`config.mk`:
```
export PLATFORM = sky130hd
export DESIGN_NAME = fifo_rd_ser
export DESIGN_NICKNAME = d
export VERILOG_FILES = /design/src/rtl/fifo_rd_ser_pkg.sv /design/src/rtl/ser_baud_cnt.sv /design/src/rtl/fifo_rd_ser.sv
export SDC_FILE = /design/constraint.sdc
export NUM_CORES = 1
export LEC_CHECK = 0
export ABC_CLOCK_PERIOD_IN_PS = 3500
export CORE_MARGIN = 2
export CORE_UTILIZATION = 50
export DETAILED_ROUTE_END_ITERATION = 8
export PLACE_DENSITY = 0.72
export RECOVER_POWER = 25
export REMOVE_ABC_BUFFERS = 1
export SYNTH_ARGS = -nofsm -noshare
export SYNTH_HDL_FRONTEND = slang
export SYNTH_SLANG_ARGS = --single-unit
```
`constraint.sdc`:
```
create_clock -name clk_i -period 3.5 [get_ports clk_i]
set_input_delay 0.525 -clock clk_i [delete_from_list [all_inputs] [get_ports clk_i]]
set_output_delay 0.525 -clock clk_i [all_outputs]
set_load 0.02 [all_outputs]
```
`src/rtl/fifo_rd_ser_pkg.sv`:
```
// Shared types and frame-length helper for the FIFO-to-serial consumer.
// Parity-bit support is compiled in when FIFO_RD_SER_PARITY_EN is defined.
package fifo_rd_ser_pkg;

    typedef enum logic [2:0] {
        IDLE  = 3'd0,
        START = 3'd1,
        DATA  = 3'd2,
        PAR   = 3'd3,
        STOP  = 3'd4
    } state_t;

`ifdef FIFO_RD_SER_PARITY_EN
    localparam int PAR_BITS = 1;
`else
    localparam int PAR_BITS = 0;
`endif

    // Bit periods per frame; multiply by the latched period P for clocks.
    function automatic int frame_bits(input int data_w, input int stop_bits);
        return 1 + data_w + PAR_BITS + stop_bits;
    endfunction

endpackage

```
`src/rtl/ser_baud_cnt.sv`:
```
// Loadable bit-period down-counter; o_tick marks the last clock of a bit.
module ser_baud_cnt #(
    parameter int W = 16
) (
    input  logic         i_clk,
    input  logic         i_rst,
    input  logic         i_en,
    input  logic         i_load,
    input  logic [W-1:0] i_load_val,
    output logic         o_tick
);

    logic [W-1:0] r_cnt;

    always_ff @(posedge i_clk or posedge i_rst) begin
        if (i_rst) begin
            r_cnt <= '0;
        end else if (i_load) begin
            r_cnt <= i_load_val;
        end else if (i_en && (r_cnt != '0)) begin
            r_cnt <= r_cnt - 1'b1;
        end
    end

    assign o_tick = i_en && (r_cnt == '0);

endmodule

```
`src/rtl/fifo_rd_ser.sv`:
```
// Pops words from a show-ahead FIFO and sends each as an async serial frame.
// Optional even-parity bit after the data bits: define FIFO_RD_SER_PARITY_EN.
module fifo_rd_ser
    import fifo_rd_ser_pkg::*;
#(
    parameter int DATA_W    = 8,
    parameter int BAUD_W    = 16,
    parameter int STOP_BITS = 1
) (
    input  logic              clk_i,
    input  logic              rst_i,
    input  logic [BAUD_W-1:0] baud_div_i,
    input  logic [DATA_W-1:0] rd_data_i,
    input  logic              rd_rdy_i,
    output logic              rd_o,
    output logic              tx_o,
    output logic              busy_o
);

    localparam int IDX_W = $clog2(DATA_W + STOP_BITS + 1);

    state_t             r_state;
    state_t             w_state_next;
    logic [DATA_W-1:0]  r_shift;
    logic [BAUD_W-1:0]  r_period_m1;
    logic [BAUD_W-1:0]  w_period_m1_new;
    logic [BAUD_W-1:0]  w_load_val;
    logic [IDX_W-1:0]   r_idx;
    logic               w_tick;
    logic               w_busy;
    logic               w_last_data;
    logic               w_last_stop;
    logic               w_stop_end;
    logic               w_pop;
    logic               w_load;
`ifdef FIFO_RD_SER_PARITY_EN
    logic               r_par;
`endif

    // A divisor of 0 behaves like 1 (one clock per bit).
    assign w_period_m1_new = (baud_div_i == '0) ? '0 : baud_div_i - 1'b1;
    assign w_busy          = (r_state != IDLE);
    assign w_last_data     = (r_idx == IDX_W'(DATA_W - 1));
    assign w_last_stop     = (r_idx == IDX_W'(STOP_BITS - 1));
    assign w_stop_end      = (r_state == STOP) && w_tick && w_last_stop;
    assign w_pop           = rd_rdy_i && ((r_state == IDLE) || w_stop_end);
    assign w_load          = w_pop || w_tick;
    assign w_load_val      = w_pop ? w_period_m1_new : r_period_m1;

    ser_baud_cnt #(
        .W (BAUD_W)
    ) u_baud_cnt (
        .i_clk      (clk_i),
        .i_rst      (rst_i),
        .i_en       (w_busy),
        .i_load     (w_load),
        .i_load_val (w_load_val),
        .o_tick     (w_tick)
    );

    always_ff @(posedge clk_i or posedge rst_i) begin
        if (rst_i) begin
            r_state <= IDLE;
        end else begin
            r_state <= w_state_next;
        end
    end

    always_comb begin
        w_state_next = r_state;
        case (r_state)
            IDLE:  if (rd_rdy_i) w_state_next = START;
            START: if (w_tick) w_state_next = DATA;
            DATA: begin
                if (w_tick && w_last_data) begin
`ifdef FIFO_RD_SER_PARITY_EN
                    w_state_next = PAR;
`else
                    w_state_next = STOP;
`endif
                end
            end
`ifdef FIFO_RD_SER_PARITY_EN
            PAR:   if (w_tick) w_state_next = STOP;
`endif
            STOP:  if (w_stop_end) w_state_next = rd_rdy_i ? START : IDLE;
            default: w_state_next = IDLE;
        endcase
    end

    always_comb begin
        rd_o   = w_pop;
        busy_o = w_busy;
        tx_o   = 1'b1;
        case (r_state)
            START: tx_o = 1'b0;
            DATA:  tx_o = r_shift[0];
`ifdef FIFO_RD_SER_PARITY_EN
            PAR:   tx_o = r_par;
`endif
            default: tx_o = 1'b1;
        endcase
    end

    // r_idx counts data bits in DATA and stop bits in STOP.
    always_ff @(posedge clk_i or posedge rst_i) begin
        if (rst_i) begin
            r_shift     <= '0;
            r_period_m1 <= '0;
            r_idx       <= '0;
`ifdef FIFO_RD_SER_PARITY_EN
            r_par       <= 1'b0;
`endif
        end else if (w_pop) begin
            r_shift     <= rd_data_i;
            r_period_m1 <= w_period_m1_new;
            r_idx       <= '0;
`ifdef FIFO_RD_SER_PARITY_EN
            r_par       <= ^rd_data_i;
`endif
        end else if (w_tick) begin
            if (r_state == DATA) begin
                r_shift <= r_shift >> 1;
                r_idx   <= w_last_data ? '0 : r_idx + 1'b1;
            end else if (r_state == STOP) begin
                r_idx   <= w_last_stop ? '0 : r_idx + 1'b1;
            end
        end
    end

endmodule

```
======== Yosys cells after proc, flatten, opt, wreduce, memory -nomap -nowiden ========
Index checks and enable logic that the tools add are counted.
storage, ports and cells
  register bits ........................... 47
  bits of input ports ..................... 27
  output and inout port bits .............. 3
  logic and storage cells ................. 57
cells by class
  add/sub/neg operators ................... 3
  equal/unequal tests ..................... 8
  muxes and demuxes ....................... 20
  reduce and logical (&&, ||, !) cells .... 21
operators with widths
  kind                   number
  $mux 16                4
  $logic_not 16->1       2
  $sub 16x1->16 const B  2
  $mux 4                 6
  $mux 8                 3
  $reduce_bool 16->1     1
  $mux 3                 4
  $pmux 3 s4             1
  $ne 2x2->1 const B     4
  $logic_and 1x1->1      6
  $reduce_bool 2->1      3
  $reduce_bool 3->1      2
  $add 4x1->4 const B    1
  $eq 4x3->1 const B     1
  $logic_not 4->1        1
  $reduce_and 2->1       2
  $reduce_and 4->1       1
  $eq 3x1->1 const B     1
  $eq 3x2->1 const B     1
  $eq 3x3->1 const B     1
  $logic_not 3->1        1
  $logic_or 1x1->1       2
  $pmux 1 s2             1
  $mux 1                 1

======== Longest topological paths before layout ========
Gate-level depths: netlist of run 1.
  word-level depth ........................ 8
  depth in mapped cells ................... 10
  mapped depth without buffers ............ 9

======== Cells and area by module ========
A second synthesis of run 1 with hierarchy kept.
second synthesis, totals
  cell total of the unflattened synthesis .. 314
  area total of the unflattened synthesis .. 2839.0 sq um
modules (own cells, without submodules)
  module        times used  cells an instance  area an instance (sq um)  seq. area each (sq um)
  fifo_rd_ser   1           192                1775.5                    775.7
  ser_baud_cnt  1           122                1063.5                    400.4

======== Worst setup path after synthesis of run 1 ========
Ideal clock, no wire load.
  path kind ............................... register -> output
  start ................................... register r_idx[0]
  end ..................................... output rd_o
  arrival ................................. 2.067 ns
  required time ........................... 2.975 ns
  setup slack ............................. 0.908 ns
  cell stages (with the launch flop) ...... 9
  path buffers ............................ 2
  cells stage by stage .................... dfrtp_1 > inv_1 > ha_1 > or3b_4 > or4b_1 > o21a_2 > inv_2 > buf_4 > buf_4
between the ends
  cells in the longest elaborated chain, start to end .. 4
RTL lines
  element                 RTL line            RTL
  start, declared         fifo_rd_ser.sv:28   logic [IDX_W-1:0] r_idx;
  start signal, assigned  fifo_rd_ser.sv:124  r_idx <= w_last_data ? '0 : r_idx + 1'b1;
  start signal, assigned  fifo_rd_ser.sv:126  r_idx <= w_last_stop ? '0 : r_idx + 1'b1;
  $logic_not 4->1         fifo_rd_ser.sv:44   assign w_last_stop = (r_idx == IDX_W'(STOP_BITS - 1));
  $logic_and 1x1->1       fifo_rd_ser.sv:45   assign w_stop_end = (r_state == STOP) && w_tick && w_last_stop;
  $logic_or 1x1->1        fifo_rd_ser.sv:46   assign w_pop = rd_rdy_i && ((r_state == IDLE) || w_stop_end);
  $logic_and 1x1->1       fifo_rd_ser.sv:46
  end, declared           fifo_rd_ser.sv:15   output logic rd_o,
Every way passes these cells.

======== Worst setup path after layout of run 1 ========
Ends and elaborated chain as after synthesis.

==> reports/metrics.yaml, run 1 <==
global_route:
  overflow: 0
  grt_pass1_vias: 2574
  grt_max_degree: 48
  antenna_found_initial: 0
  grt.total_usage_pct: 22.42
  grt_pass1_wl_um: 11400
job:
  maxCapViolCount: 1
power_and_ir_drop:
  ir_drop_mv: 0.3223
  p_int_w: 0.001353
  p_sw_share_pct: 35.61
  p_comb_share_pct: 32.8
  p_leak_nw: 1.403
  p_seq_share_pct: 47.6
  p_clk_share_pct: 19.6
  powerDensity_nw_per_um2: 615.4
  p_switching_w: 0.0007485
die:
  core_um2: 5574
  dieArea_um2: 6479
  io_pins: 30
  die-height_um: 80.49
  die_w_um: 80.49
  fp-row-count: 27
  start_util_pct: 52.48
critical_path:
  crit_arrival_ns: 2.69
  crit_type: "reg -> out"
  r2r_slack_ns: 0.79
  required_ns: 2.97
  timing.rr.start: "r_idx[0]"
  r2r_end: "u_baud_cnt.r_cnt[7]"
  reg2regPathDepth: 10
  start_kind: "flip-flop"
  endpoint_kind: "output port"
  critPathMaxFanout: 5
synth:
  synth_ff_type: "dfrtp_1"
  synth_area_per_cell_um2: 8.865
  mappedNetlistArea_um2: 2925
  synth.distinct_cells: 58
  async_flop_share_pct: 100.0
  ys_ff_latch: 47
  yosysSeqAreaShare_pct: 40.21
  synth_edf_count: 0
  yosys_warnings: 0
  synth_cells: 330
clock_network:
  clockRootBuffer: "clkbuf_8"
  hold_buffers: 0
  cts_resized: 0
  cts_buffer_depth: 2
  htree_levels: 2
  cts.sinks: 47
  cts_made_buffers: 5
  path_clk_slew_ns: 0.08
  clk_latency_ns: 0.30
  cts_tree: "done"
  post-cts-setup-buffers: 0
drt:
  ant_nets: 0
  drtPass1Iterations: 4
  first_iter_violations: 162
  wirelength_um: 6377
  via_per_inst: 5.837
  drc: 0
  vias: 2539
  wire_per_inst_um: 14.66
placement:
  io_buffers: 29
  gp_congestion: 0.7744
  placed_area_um2: 3298
  dp_hpwl_um: 4777
status:
  violations: "max-capacitance violations, max-slew violations"
  status: "finished, violations left"
cells_and_area:
  area_growth_pct: 16.77
  antenna_cells: 0
  mostFrequentLayoutCells: "nand2_1, dfrtp_1, nor2_1, clkdlybuf4s50_1, o21ai_0"
  fin_nets: 395
  postLayoutCellArea_um2: 3416
  final_common_cell: "nand2_1"
  drive_gt1_share_pct: 10.19
worst_hold_path:
  worstHoldStart: "r_period_m1[0]"
  min_delay_path_depth: 2
  min_to: "r_period_m1[0]"
  hold_path_class: "reg -> reg"
timing:
  hold_violations: 0
  slew_headroom_pct: -17.53
  period_minus_slack_ns: 3.215
  finalMaxSlewViolations: 48
  tns_ns: 0
  final-setup-viol-count: 0
  worstMarginPinSlew_ns: 1.761
  holdWs_ns: 0.4789
  maxClockFrequency_mhz: 311.0
  period_share_pct: 91.87
  skew_ns: 0.007552
  rsz0062_at_grt: "false"
==> cells by family (layout without fill, tap and decap cells) <==
group | count (synthesis) | after routing | synth area share, %
simple gates | 151 | 151 | 27.33
compound gates | 92 | 92 | 22.97
flops | 47 | 47 | 40.21
buf+inv | 23 | 56 | 3.592
xor+xnor | 10 | 10 | 2.994
fa+ha+maj | 6 | 6 | 2.566
mux | 1 | 1 | 0.3422
==> routing by layer <==
layer / GRT usage [%] / vias to the layer above / part of all wire, %
li1: - / 1267 / -
met1: 28.99 / 1223 / 47
met2: 38.17 / 41 / 49
met3: 3.596 / 8 / 3.1
met4: 7.458 / 0 / 1.2
met5: 0 / - / 0
==> Yosys cell counts (7+ instances only) <==
library cell | instances | area share [%]
nand3_1 | 12 | 2.1
nand2_1 | 50 | 6.4
a22oi_1 | 7 | 1.8
o31ai_1 | 7 | 1.8
nor2_1 | 28 | 3.6
inv_1 | 11 | 1.4
o21ai_0 | 23 | 3.9
o21a_1 | 11 | 2.8
nor3_1 | 12 | 2.1
dfrtp_1 | 47 | 40
a21oi_1 | 15 | 2.6
==> final cells by class <==
cell class	count	area, µm²
Fill cell	522	2158
Multi-Input combinational cell	260	1644
Sequential cell	47	1176
Timing Repair Buffer	36	342.8
Tap cell	72	90.09
Clock buffer	6	82.58
Inverter	12	45.04
Clock inverter	2	35.03
==> critical path: stages, from the launching register on <==
cell and delay [ns]:
dfrtp_1 0.42, inv_1 0.07, ha_1 0.12, or3b_4 0.39, or4b_1 0.52, o21a_2 0.22, inv_2 0.05, clkdlybuf4s50_1 0.59
==> power groups by stage <==
stage	registers (W)	clock network, W	logic [W]
4_1_cts	0.000995	0.000419	0.000698
6_report	0.00100	0.000412	0.000690
5_1_grt	0.00104	0.000440	0.000786
2_1_floorplan	0.000948	0	0.000528
3_5_place_dp	0.00100	0	0.000697
3_3_place_gp	0.000995	0	0.000671
==> stage by stage <==
step | total power (W) | worst slack [ns] | utilization (%) | cells
after floorplan | 0.001476 | 0.7222 | - | 319
after global placement | 0.001666 | 0.6370 | 59.17 | 427
after detailed placement | 0.001700 | 0.6060 | 59.17 | 427
after CTS | 0.002112 | 0.2716 | 61.28 | 435
after global routing | 0.002269 | 0.1517 | 61.28 | 435
final | 0.002102 | 0.2847 | 61.28 | 435
==> registers in the layout, indices dropped and copies added (netlist names) <==
| signal | count |
|---|---|
| r_idx | 4 |
| r_period_m1 | 16 |
| r_shift | 8 |
| r_state | 3 |
| u_baud_cnt.r_cnt | 16 |
==> worst max-delay path by stage <==
stage | from | to | slack, ns | cells past startpoint
after floorplan | r_idx[0] | u_baud_cnt.r_cnt[7] | 0.72 | 9
after global placement | r_idx[0] | rd_o | 0.64 | 7
after detailed placement | rd_rdy_i | rd_o | 0.61 | 5
after CTS | r_idx[0] | rd_o | 0.27 | 7
after global routing | r_idx[0] | rd_o | 0.15 | 7
final | r_idx[0] | rd_o | 0.28 | 7
Power figures use the tool's default switching activity.
==> run 2, diff against run 1 <==
--- a/config.mk
+++ b/config.mk
@@ -8,8 +8,9 @@
 export ABC_CLOCK_PERIOD_IN_PS = 3500
 export CORE_MARGIN = 2
 export CORE_UTILIZATION = 50
+export CTS_CLUSTER_SIZE = 24
 export DETAILED_ROUTE_END_ITERATION = 8
-export PLACE_DENSITY = 0.72
+export PLACE_DENSITY_LB_ADDON = 0.25
 export RECOVER_POWER = 25
 export REMOVE_ABC_BUFFERS = 1
 export SYNTH_ARGS = -nofsm -noshare
==> run 2 against run 1 <==
The flow still finishes with violations (max-capacitance violations, max-slew violations). Hold slack worse by 0.0018 ns. Largest power group unchanged. Non-clock buffer count stayed put. Global-route usage is 0.36 points higher. Sequential share of layout area is 0.31 points higher. Register-to-register slack hardly changed. Clock power is 20% lower. Utilization is 0.54 points lower. Clock-buffer cell count is 1 lower. Wire length is 1.5% higher.
==> reports/metrics.yaml, run 2 (synthesis results as in run 1) <==
timing:
  hold_violations: 0  # unchanged
  period_share_pct: 92.56  # +0.70 points
  maxClockFrequency_mhz: 308.7  # -0.75%
  tns_ns: 0  # unchanged
  finalMaxSlewViolations: 48  # unchanged
  worstMarginPinSlew_ns: 1.739  # -0.02224 ns
  slew_headroom_pct: -16.05  # +1.5 points
  holdWs_ns: 0.4770  # -0.001842 ns
  period_minus_slack_ns: 3.240  # +0.02443 ns
  final-setup-viol-count: 0  # unchanged
  timing.final.ws_setup_ns: 0.2603  # -0.02443 ns
  skew_ns: 0.006881  # -0.0006702 ns
  rsz0062_at_grt: "false"
power_and_ir_drop:
  p_sw_share_pct: 37.34  # +1.7 points
  p_switching_w: 0.0007526  # +0.54%
  p_comb_share_pct: 34.1  # +1.3 points
  p_seq_share_pct: 49.4  # +1.8 points
  p_leak_nw: 1.390  # -0.92%
  p_clk_share_pct: 16.4  # -3.2 points
  p_int_w: 0.001263  # -6.7%
  powerDensity_nw_per_um2: 595.2  # -3.3%
  ir_drop_mv: 0.2689  # -17%
drt:
  via_per_inst: 5.837  # unchanged
  drc: 0  # unchanged
  wl_met1_um: 3051  # +2.6%
  drtPass1Iterations: 5  # +1
  wirelength_um: 6473  # +1.5%
  vias: 2539  # unchanged
  ant_nets: 0  # unchanged
  wire_per_inst_um: 14.88  # +1.5%
  route.met3.wl_um: 229  # +17%
  wl_met2_um: 3109  # -0.54%
  first_iter_violations: 160  # -1.2%
  topRoutingLayerUsed: "met4"
placement:
  gp_congestion: 0.7910  # +2.1%
  preCtsSetupSlack_ns: 0.5967  # -0.009242 ns
  dp_hpwl_um: 4785  # +0.17%
  placed_area_um2: 3298  # unchanged
  io_buffers: 29  # unchanged
clock_network:
  cts_tree: "done"
  path_clk_slew_ns: 0.09  # about the same
  cts_resized: 0  # unchanged
  clk_latency_ns: 0.30  # about the same
  htree_levels: 2  # unchanged
  clockRootBuffer: "clkbuf_8"
  cts_made_buffers: 5  # unchanged
  post-cts-setup-buffers: 0  # unchanged
  cts.sinks: 47  # unchanged
  cts_buffer_depth: 2  # unchanged
  hold_buffers: 0  # unchanged
critical_path:
  crit_arrival_ns: 2.71  # +0.02 ns
  critPathMaxFanout: 5  # unchanged
  cpPeakStageDelay_ns: 0.61  # +0.02 ns
  required_ns: 2.97  # about the same
  worstPathCellList: "inv_1 > ha_1 > or3b_4 > or4b_1 > o21a_2 > inv_2 > clkdlybuf4s50_1"
  start_kind: "flip-flop"
  cp_num_buf_inv: 3  # unchanged
  cp_slowest_cell: "clkdlybuf4s50_1"
  endpoint_kind: "output port"
  crit_type: "reg -> out"
  cpLargestDelayFamily: "simple AND/OR/NAND/NOR gates"
die:
  fp-row-count: 27  # unchanged
  io_pins: 30  # unchanged
  die-height_um: 80.49  # unchanged
  start_util_pct: 52.48  # unchanged
  core_um2: 5574  # unchanged
  dieArea_um2: 6479  # unchanged
  die_w_um: 80.49  # unchanged
cells_and_area:
  postLayoutCellArea_um2: 3386  # -0.88%
  final_common_cell: "nand2_1"
  top_regs: "r_period_m1: 16 flops, u_baud_cnt.r_cnt: 16 flops, r_shift: 8 flops"
  area_growth_pct: 15.74
  mostFrequentLayoutCells: "nand2_1, dfrtp_1, nor2_1, clkdlybuf4s50_1, o21ai_0"
  drive_gt1_share_pct: 10.19  # unchanged
  fin_nets: 395  # unchanged
  antenna_cells: 0  # unchanged
  nFillCells: 523  # +0.19%
global_route:
  antenna_found_initial: 0  # unchanged
  grt_max_degree: 48  # unchanged
  grt_pass1_vias: 2527  # -1.8%
  grt.total_usage_pct: 22.78  # +0.36 points
  grt_pass1_wl_um: 11590  # +1.7%
  overflow: 0  # unchanged
job:
  maxCapViolCount: 1  # unchanged
status:
  status: "finished, violations left"
  violations: "max-capacitance violations, max-slew violations"
worst_hold_path:
  hold_path_class: "reg -> reg"
run 2: cell types whose count changed in the layout (fill, tap and decap cells not counted):
cell,change
bufinv_16,-1
clkbuf_8,-1
clkinv_2,+1
inv_6,+1
run 2: worst min-delay path: stages, from the launching register on:
cell	delay, ns
dfrtp_1	0.35
nand2_1	0.05
o31ai_1	0.05
run 2: stage by stage:
step / util, % / std cells / total power, W
final: 60.74 / 435 / 0.002015
after global routing: 60.74 / 435 / 0.002188
after CTS: 60.74 / 435 / 0.002023
after detailed placement: 59.17 / 427 / 0.001694
after global placement: 59.17 / 427 / 0.001662
after floorplan: - / 319 / 0.001476
run 2: power by group through the flow:
stage | logic (W) | registers (W) | clock network [W]
after floorplan | 0.000528 | 0.000948 | 0
after global placement | 0.000668 | 0.000994 | 0
after detailed placement | 0.000693 | 0.00100 | 0
after CTS | 0.000694 | 0.000992 | 0.000337
after global routing | 0.000784 | 0.00104 | 0.000367
final | 0.000688 | 0.000996 | 0.000331
run 2: layout make-up:
cell class	instances	area, µm²	share of cell area, %
Clock buffer	5	68.82	2.033
Clock inverter	3	18.77	0.5543
Inverter	12	45.04	1.330
Multi-Input combinational cell	260	1644	48.56
Sequential cell	47	1176	34.74
Tap cell	72	90.09	2.661
Timing Repair Buffer	36	342.8	10.13
run 2: per-layer routing:
layer / vias to the layer above / GRT usage [%]
met5: - / 0
met4: 0 / 5.763
met3: 8 / 3.708
met2: 52 / 38.50
met1: 1214 / 30.45
li1: 1265 / -
run 2: path summary, 6_finish.rpt:
path / start / to / slack, ns / cells past startpoint
worst max-delay path: r_idx[0] / rd_o / 0.26 / 7
worst min-delay path: r_period_m1[1] / r_period_m1[1] / 0.48 / 2
worst max register to register: r_idx[0] / u_baud_cnt.r_cnt[7] / 0.80 / 10
worst min register to register: r_period_m1[1] / r_period_m1[1] / 0.48 / 2
max in group asynchronous: rst_i / u_baud_cnt.r_cnt[3] / 1.27 / 2
min in group asynchronous: rst_i / r_shift[6] / 1.21 / 2
